===== config.mk =====
export PLATFORM = sky130hd
export DESIGN_NAME = lift_call_scheduler
export DESIGN_NICKNAME = d
export VERILOG_FILES = /design/src/rtl/lift_pkg.sv /design/src/rtl/lift_door_timer.sv /design/src/rtl/lift_call_scheduler.sv
export SDC_FILE = /design/constraint.sdc
export NUM_CORES = 1
export LEC_CHECK = 0
export CAP_MARGIN = 40
export CORE_ASPECT_RATIO = 1.25
export CORE_MARGIN = 3
export CORE_UTILIZATION = 57
export DETAILED_ROUTE_END_ITERATION = 6
export PLACE_DENSITY = 0.86
export SLEW_MARGIN = 0
export SYNTH_ARGS = -nofsm -noshare
export SYNTH_HDL_FRONTEND = slang
export SYNTH_SLANG_ARGS = --single-unit
export TNS_END_PERCENT = 10

===== constraint.sdc =====
create_clock -name clk_i -period 3.8 [get_ports clk_i]
set_clock_uncertainty 0.05 [all_clocks]
set_input_delay 0.95 -clock clk_i [delete_from_list [all_inputs] [get_ports clk_i]]
set_output_delay 0.95 -clock clk_i [all_outputs]
set_load 0.05 [all_outputs]

===== src/rtl/lift_pkg.sv =====
// Shared encodings, FSM state type and default door timings for the lift call scheduler.
package lift_pkg;

    localparam logic [1:0] DIR_IDLE = 2'b00;
    localparam logic [1:0] DIR_UP   = 2'b01;
    localparam logic [1:0] DIR_DOWN = 2'b10;

    localparam int unsigned DefDwellCycles = 8;
    localparam int unsigned DefCloseCycles = 4;

    typedef enum logic [2:0] {
        StIdle,
        StMoveUp,
        StMoveDown,
        StOpen,
        StClosing
    } lift_state_e;

    typedef enum logic [1:0] {
        SvcNone,
        SvcUp,
        SvcDown
    } svc_dir_e;

    function automatic logic [1:0] state_motor_dir(input lift_state_e st);
        logic [1:0] dir;
        case (st)
            StMoveUp:   dir = DIR_UP;
            StMoveDown: dir = DIR_DOWN;
            default:    dir = DIR_IDLE;
        endcase
        return dir;
    endfunction

endpackage


===== src/rtl/lift_door_timer.sv =====
// Loadable down-counter shared by the door open-dwell and closing phases.
module lift_door_timer #(
    parameter int unsigned CntW = 4
) (
    input  logic            clk_i,
    input  logic            rst_ni,
    input  logic            load_i,
    input  logic [CntW-1:0] load_val_i,
    output logic            done_o
);

    logic [CntW-1:0] cnt_q;

    always_ff @(posedge clk_i or negedge rst_ni) begin
        if (!rst_ni) begin
            cnt_q <= '0;
        end else if (load_i) begin
            cnt_q <= load_val_i;
        end else if (cnt_q != '0) begin
            cnt_q <= cnt_q - CntW'(1);
        end
    end

    assign done_o = (cnt_q == '0);

endmodule


===== src/rtl/lift_call_scheduler.sv =====
// Single-car collective-selective scheduler: call latches, floor tracking, SCAN FSM
// and door sequencing, with all outputs registered.
module lift_call_scheduler
    import lift_pkg::*;
#(
    parameter int unsigned NUM_FLOORS   = 4,
    parameter int unsigned FLOOR_W      = 2,
    parameter int unsigned DWELL_CYCLES = DefDwellCycles,
    parameter int unsigned CLOSE_CYCLES = DefCloseCycles
) (
    input  logic                  clk_i,
    input  logic                  rst_ni,
    input  logic [NUM_FLOORS-1:0] hall_up_i,
    input  logic [NUM_FLOORS-1:0] hall_down_i,
    input  logic [NUM_FLOORS-1:0] car_call_i,
    input  logic [NUM_FLOORS-1:0] floor_sensor_i,
    input  logic                  door_obstruct_i,
    output logic [1:0]            motor_dir_o,
    output logic                  door_open_o,
    output logic [FLOOR_W-1:0]    cur_floor_o,
    output logic [NUM_FLOORS-1:0] up_pending_o,
    output logic [NUM_FLOORS-1:0] down_pending_o,
    output logic [NUM_FLOORS-1:0] car_pending_o,
    output logic                  sensor_err_o
);

    localparam int unsigned MaxLoad = (DWELL_CYCLES > CLOSE_CYCLES) ? DWELL_CYCLES : CLOSE_CYCLES;
    localparam int unsigned TimerW  = $clog2(MaxLoad) + 1;
    localparam logic [TimerW-1:0] DwellLoad = TimerW'(DWELL_CYCLES - 1);
    localparam logic [TimerW-1:0] CloseLoad = TimerW'(CLOSE_CYCLES - 1);
    localparam logic [FLOOR_W-1:0] TopFloor = FLOOR_W'(NUM_FLOORS - 1);
    // Top floor has no up button and the bottom floor has no down button.
    localparam logic [NUM_FLOORS-1:0] UpMask   = {1'b0, {(NUM_FLOORS-1){1'b1}}};
    localparam logic [NUM_FLOORS-1:0] DownMask = {{(NUM_FLOORS-1){1'b1}}, 1'b0};

    lift_state_e state_q, state_d;
    svc_dir_e    svc_q, svc_d;
    logic [1:0]  motor_q;
    logic        door_q;
    logic        err_q;
    logic [FLOOR_W-1:0]    floor_q, floor_d;
    logic [NUM_FLOORS-1:0] up_q, up_d, down_q, down_d, car_q, car_d;
    logic [NUM_FLOORS-1:0] clr_up, clr_down, clr_car, blk_up, blk_down, blk_car;

    logic                  sensor_multi, sensor_valid, arrival;
    logic [FLOOR_W-1:0]    sensor_idx;
    logic [NUM_FLOORS-1:0] all_pend, cur_oh;
    logic                  calls_above, calls_below, arr_above, arr_below;
    logic                  stop_up, stop_down, new_here;
    logic                  tmr_load, tmr_done;
    logic [TimerW-1:0]     tmr_val;

    function automatic logic [NUM_FLOORS-1:0] above_mask(input logic [FLOOR_W-1:0] f);
        logic [NUM_FLOORS-1:0] m;
        for (int i = 0; i < NUM_FLOORS; i++) m[i] = (i > int'(f));
        return m;
    endfunction

    function automatic logic [NUM_FLOORS-1:0] below_mask(input logic [FLOOR_W-1:0] f);
        logic [NUM_FLOORS-1:0] m;
        for (int i = 0; i < NUM_FLOORS; i++) m[i] = (i < int'(f));
        return m;
    endfunction

    always_comb begin
        sensor_idx = '0;
        for (int i = 0; i < NUM_FLOORS; i++) begin
            if (floor_sensor_i[i]) sensor_idx = FLOOR_W'(i);
        end
    end

    assign sensor_multi = (floor_sensor_i & (floor_sensor_i - NUM_FLOORS'(1))) != '0;
    assign sensor_valid = (|floor_sensor_i) && !sensor_multi;
    assign arrival      = sensor_valid && (sensor_idx != floor_q);

    assign all_pend    = up_q | down_q | car_q;
    assign cur_oh      = NUM_FLOORS'(1) << floor_q;
    assign calls_above = |(all_pend & above_mask(floor_q));
    assign calls_below = |(all_pend & below_mask(floor_q));
    assign arr_above   = |(all_pend & above_mask(sensor_idx));
    assign arr_below   = |(all_pend & below_mask(sensor_idx));

    assign stop_up   = car_q[sensor_idx] || up_q[sensor_idx] || (sensor_idx == TopFloor) ||
                       (!arr_above && down_q[sensor_idx]);
    assign stop_down = car_q[sensor_idx] || down_q[sensor_idx] || (sensor_idx == '0) ||
                       (!arr_below && up_q[sensor_idx]);

    // Calls at the open floor that the current service direction would take right now.
    assign new_here = |((car_call_i & blk_car) | (hall_up_i & UpMask & blk_up) |
                        (hall_down_i & DownMask & blk_down));

    always_comb begin
        state_d  = state_q;
        svc_d    = svc_q;
        clr_up   = '0;
        clr_down = '0;
        clr_car  = '0;
        blk_up   = '0;
        blk_down = '0;
        blk_car  = '0;
        tmr_load = 1'b0;
        tmr_val  = '0;
        unique case (state_q)
            StIdle: begin
                if (|(all_pend & cur_oh)) begin
                    state_d  = StOpen;
                    svc_d    = SvcNone;
                    clr_up   = cur_oh;
                    clr_down = cur_oh;
                    clr_car  = cur_oh;
                    tmr_load = 1'b1;
                    tmr_val  = DwellLoad;
                end else if (calls_above) begin
                    state_d = StMoveUp;
                end else if (calls_below) begin
                    state_d = StMoveDown;
                end
            end
            StMoveUp: begin
                if (arrival && stop_up) begin
                    state_d  = StOpen;
                    svc_d    = SvcUp;
                    clr_car  = floor_sensor_i;
                    clr_up   = floor_sensor_i;
                    clr_down = arr_above ? '0 : floor_sensor_i;
                    tmr_load = 1'b1;
                    tmr_val  = DwellLoad;
                end
            end
            StMoveDown: begin
                if (arrival && stop_down) begin
                    state_d  = StOpen;
                    svc_d    = SvcDown;
                    clr_car  = floor_sensor_i;
                    clr_down = floor_sensor_i;
                    clr_up   = arr_below ? '0 : floor_sensor_i;
                    tmr_load = 1'b1;
                    tmr_val  = DwellLoad;
                end
            end
            StOpen: begin
                blk_car  = cur_oh;
                blk_up   = (svc_q != SvcDown) ? cur_oh : '0;
                blk_down = (svc_q != SvcUp) ? cur_oh : '0;
                if (door_obstruct_i || new_here) begin
                    tmr_load = 1'b1;
                    tmr_val  = DwellLoad;
                end else if (tmr_done) begin
                    state_d  = StClosing;
                    tmr_load = 1'b1;
                    tmr_val  = CloseLoad;
                end
            end
            StClosing: begin
                if (door_obstruct_i) begin
                    state_d  = StOpen;
                    tmr_load = 1'b1;
                    tmr_val  = DwellLoad;
                end else if (tmr_done) begin
                    if (svc_q == SvcUp) begin
                        state_d = calls_above ? StMoveUp : (calls_below ? StMoveDown : StIdle);
                    end else if (svc_q == SvcDown) begin
                        state_d = calls_below ? StMoveDown : (calls_above ? StMoveUp : StIdle);
                    end else begin
                        state_d = StIdle;
                    end
                end
            end
            default: state_d = StIdle;
        endcase
    end

    assign floor_d = sensor_valid ? sensor_idx : floor_q;
    // Clears are applied last so a served floor drops a coincident press.
    assign up_d    = (up_q | (hall_up_i & UpMask & ~blk_up)) & ~clr_up;
    assign down_d  = (down_q | (hall_down_i & DownMask & ~blk_down)) & ~clr_down;
    assign car_d   = (car_q | (car_call_i & ~blk_car)) & ~clr_car;

    lift_door_timer #(
        .CntW(TimerW)
    ) u_door_timer (
        .clk_i     (clk_i),
        .rst_ni    (rst_ni),
        .load_i    (tmr_load),
        .load_val_i(tmr_val),
        .done_o    (tmr_done)
    );

    always_ff @(posedge clk_i or negedge rst_ni) begin
        if (!rst_ni) begin
            state_q <= StIdle;
            svc_q   <= SvcNone;
            motor_q <= DIR_IDLE;
            door_q  <= 1'b0;
            err_q   <= 1'b0;
            floor_q <= '0;
            up_q    <= '0;
            down_q  <= '0;
            car_q   <= '0;
        end else begin
            state_q <= state_d;
            svc_q   <= svc_d;
            motor_q <= state_motor_dir(state_d);
            door_q  <= (state_d == StOpen) || (state_d == StClosing);
            err_q   <= err_q | sensor_multi;
            floor_q <= floor_d;
            up_q    <= up_d;
            down_q  <= down_d;
            car_q   <= car_d;
        end
    end

    assign motor_dir_o    = motor_q;
    assign door_open_o    = door_q;
    assign cur_floor_o    = floor_q;
    assign up_pending_o   = up_q;
    assign down_pending_o = down_q;
    assign car_pending_o  = car_q;
    assign sensor_err_o   = err_q;

endmodule


==> key figures <==
Job
  • MaxCap Viol Count: 0

Synth
  • Post-synthesis instance total: 241
  • Synth unique cells: 61
  • Ranking of synthesized cells by area: dfrtp_1 33%, a21oi_1 6.7%, o21ai_0 4.0%, nand2_1 3.5%, a221oi_1 3.5%
  • Yosys Warn Count: 0
  • Most frequent cells after synthesis: 27 x a21oi_1, 27 x dfrtp_1, 19 x nand2_1, 18 x nor2_1, 16 x o21ai_0
  • Primary FF master, synth: dfrtp_1
  • Synth top area share: 0.334
  • Syn_nets: 261
  • FF+latch count, synth: 27
  • Area leader, netlist: dfrtp_1
  • Post-synth EDFFs: 0
  • Mapped cell area: 2020 sq um
  • Sequential area share after synthesis: 0.334
  • Asr flop ratio synth: 1.00
  • Syn Area/Cell: 8.39 sq um

Setup path
  • Worst path depth: 8
  • CP max stage cell: clkdlybuf4s50_1
  • Worst path top cell family by delay: compound AO/OA/AOI/OAI gates
  • Arr. time, crit path: 3.36 ns
  • Worst Reg-to-Reg Cells: 7
  • End of the critical path: u_door_timer.cnt_q[0]$_DFFE_PN0P_
  • Worst path cell trace: clkdlybuf4s50_1 -> mux2_2 -> o211ai_1 -> a22o_1 -> a31o_2 -> a21oi_4 -> nor4_2 -> o21ai_0
  • Critical Path Start: floor_sensor_i[1]
  • Critical Path Sink Type: register
  • R2r setup slk: 1.16 ns
  • Critical Setup Path Class: in2reg
  • Critical Path RT: 3.89 ns
  • Largest fanout on the critical path: 14
  • Buffer and inverter count on the worst path: 1
  • Capturing point of the worst reg2reg path: u_door_timer.cnt_q[0]$_DFFE_PN0P_
  • RR Startpoint: cur_floor_o[1]$_DFFE_PN0P_
  • Critical path's largest stage delay: 0.74 ns
  • CP Launch Type: primary input

Global route
  • Initial antenna violation count: 0
  • Largest net degree at the start of global routing: 28
  • Vias in the first global route: 1984
  • Remaining Overflow, GRT: 0
  • First-pass GRT wire length: 9.61 mm
  • Total track usage: 0.285

STA
  • RSZ-0062 raised after global routing: no
  • Final setup viols: 0
  • Slew @ Worst Pin: 0.668 ns
  • Setup WS post-layout: 0.523 ns
  • FMAX: 305 MHz
  • Fin. Hold Viols: 0
  • Fin crit period: 3.28 ns
  • Max Slew Vio Count: 0
  • Setup TNS: 0 ns
  • Final Cycle Share: 0.862
  • Fin Hold WS: 0.443 ns
  • Slew HR: 0.554

Detailed routing
  • ANT nets after route: 0
  • Via count: 2091
  • DRT Pass-1 Iters: 4
  • Drt total wl: 5.79 mm
  • Vias/cell: 6.66
  • DRC: 0
  • Initial DRC count: 121
  • Drt wl/cell: 18.4 microns

Floorplanning
  • Die Span X: 59.3 microns
  • Die Ht: 72.6 microns
  • Initial Utilization: 0.611
  • FP Rows: 23
  • DIE AREA: 4300 sq um
  • # IOs: 37
  • Core Area: 3310 sq um

Cells and area
  • Final Non-Filler Cells: 314
  • Layout Nets: 298
  • Core Util, Final: 0.750
  • Post-route cell area: 2480 sq um
  • Area of the multi-input gates: 1260 sq um
  • Layout cell share with drive strength beyond 1: 0.123
  • Layout fillers: 261
  • Area delta synth->final: 22.6%
  • # diodes: 0
  • Flip-flop and latch area: 676 sq um

Placement
  • Placed insts: 310
  • Area after DPL: 2440 sq um
  • # port buffers: 34
  • Place WS: 0.257 ns
  • Hpwl dp: 4.40 mm
  • Placer congestion estimate: 0.900

Run status
  • Status: finished clean

Clocking
  • Hold Buf Count CTS: 0
  • Clk_lat worst skew: 0.28 ns
  • PostCTS Resize Cnt: 0
  • H-tree lvl count: 1
  • CTS Buffer Depth: 2
  • TritonCTS clock tree: done
  • CTS Sinks: 27
  • Clk root buf: clkbuf_8
  • Post-CTS Setup Repair Bufs: 0
  • Num CTS Buffers: 3
  • Clock slew seen by the registers of the worst setup and hold paths: 0.10 ns

Pwr
  • Leak Pwr: 0.908 nW
  • Total Power: 1.57 mW
  • Pwr dens: 633 nW/um^2
  • Peak VDD IR: 461 uV

Worst hold path
  • Worst hold path class: reg2reg
-- layout make-up --
class	count	area share
inverters	7	0.0106
clock buffers	4	0.0182
well taps	37	0.0187
repair buffers	46	0.173
flip-flops and latches	27	0.272
multi-input cells	193	0.507
-- layout by cell type (no fill, tap or decap), types with 2 or more instances in the layout --
master / n
or2_2: 3
a31oi_1: 2
o211ai_1: 3
dfrtp_1: 27
nor4b_1: 3
a21oi_1: 27
nand2_1: 19
nor2_1: 18
a221oi_1: 8
nor3b_1: 3
nand3_1: 7
o21ai_0: 16
o21a_1: 5
o311ai_0: 2
clkdlybuf4s50_1: 34
clkbuf_8: 3
nor3_1: 10
nor4_4: 2
nand3b_1: 2
or3_1: 4
a21o_1: 3
inv_1: 7
nand2b_1: 8
buf_4: 12
or2_1: 2
o2bb2ai_1: 2
nor2b_1: 7
o21bai_1: 2
a211oi_1: 4
-- worst min path at each step --
stage	from	to	slack (ns)	cells past startpoint
final	sensor_err_o$_DFF_PN0_	sensor_err_o$_DFF_PN0_	0.44	1
after global routing	sensor_err_o$_DFF_PN0_	sensor_err_o$_DFF_PN0_	0.46	1
after CTS	sensor_err_o$_DFF_PN0_	sensor_err_o$_DFF_PN0_	0.44	1
after detailed placement	sensor_err_o$_DFF_PN0_	sensor_err_o$_DFF_PN0_	0.42	1
after global placement	sensor_err_o$_DFF_PN0_	sensor_err_o$_DFF_PN0_	0.42	1
after floorplan	u_door_timer.cnt_q[1]$_DFFE_PN0P_	u_door_timer.cnt_q[1]$_DFFE_PN0P_	0.44	2
-- state kept, by name, summed over array words and instances, names as in the netlist --
signal and flops:
car_pending_o 4, cur_floor_o 2, door_open_o 1, down_pending_o 4
motor_dir_o 2, sensor_err_o 1, state_q 3, svc_q 2
u_door_timer.cnt_q 4, up_pending_o 4
-- where the power goes --
part / internal, mW / leakage, nW / total, mW / switching [mW]
logic: 0.321 / 0.588 / 0.866 / 0.546
clock network: 0.0752 / 0.0228 / 0.168 / 0.0924
registers: 0.383 / 0.298 / 0.538 / 0.154
-- layer usage --
| metal | vias to the layer above | part of all wire | track usage |
|---|---|---|---|
| li1 | 975 | - | - |
| met1 | 973 | 0.40 | 0.377 |
| met2 | 113 | 0.49 | 0.464 |
| met3 | 30 | 0.059 | 0.0212 |
| met4 | 0 | 0.052 | 0.141 |
| met5 | - | 0 | 0 |
-- cells by family after synthesis --
logic type               after synthesis  synth area share
flip-flops                            27             0.334
buffers and inverters                 21            0.0445
AND/OR/NAND/NOR                      100             0.293
adder cells (fa/ha/maj)                1           0.00618
XOR/XNOR                               1           0.00433
AO/OA/AOI/OAI                         88             0.296
multiplexers                           3            0.0216
Power figures use the tool's default switching activity.
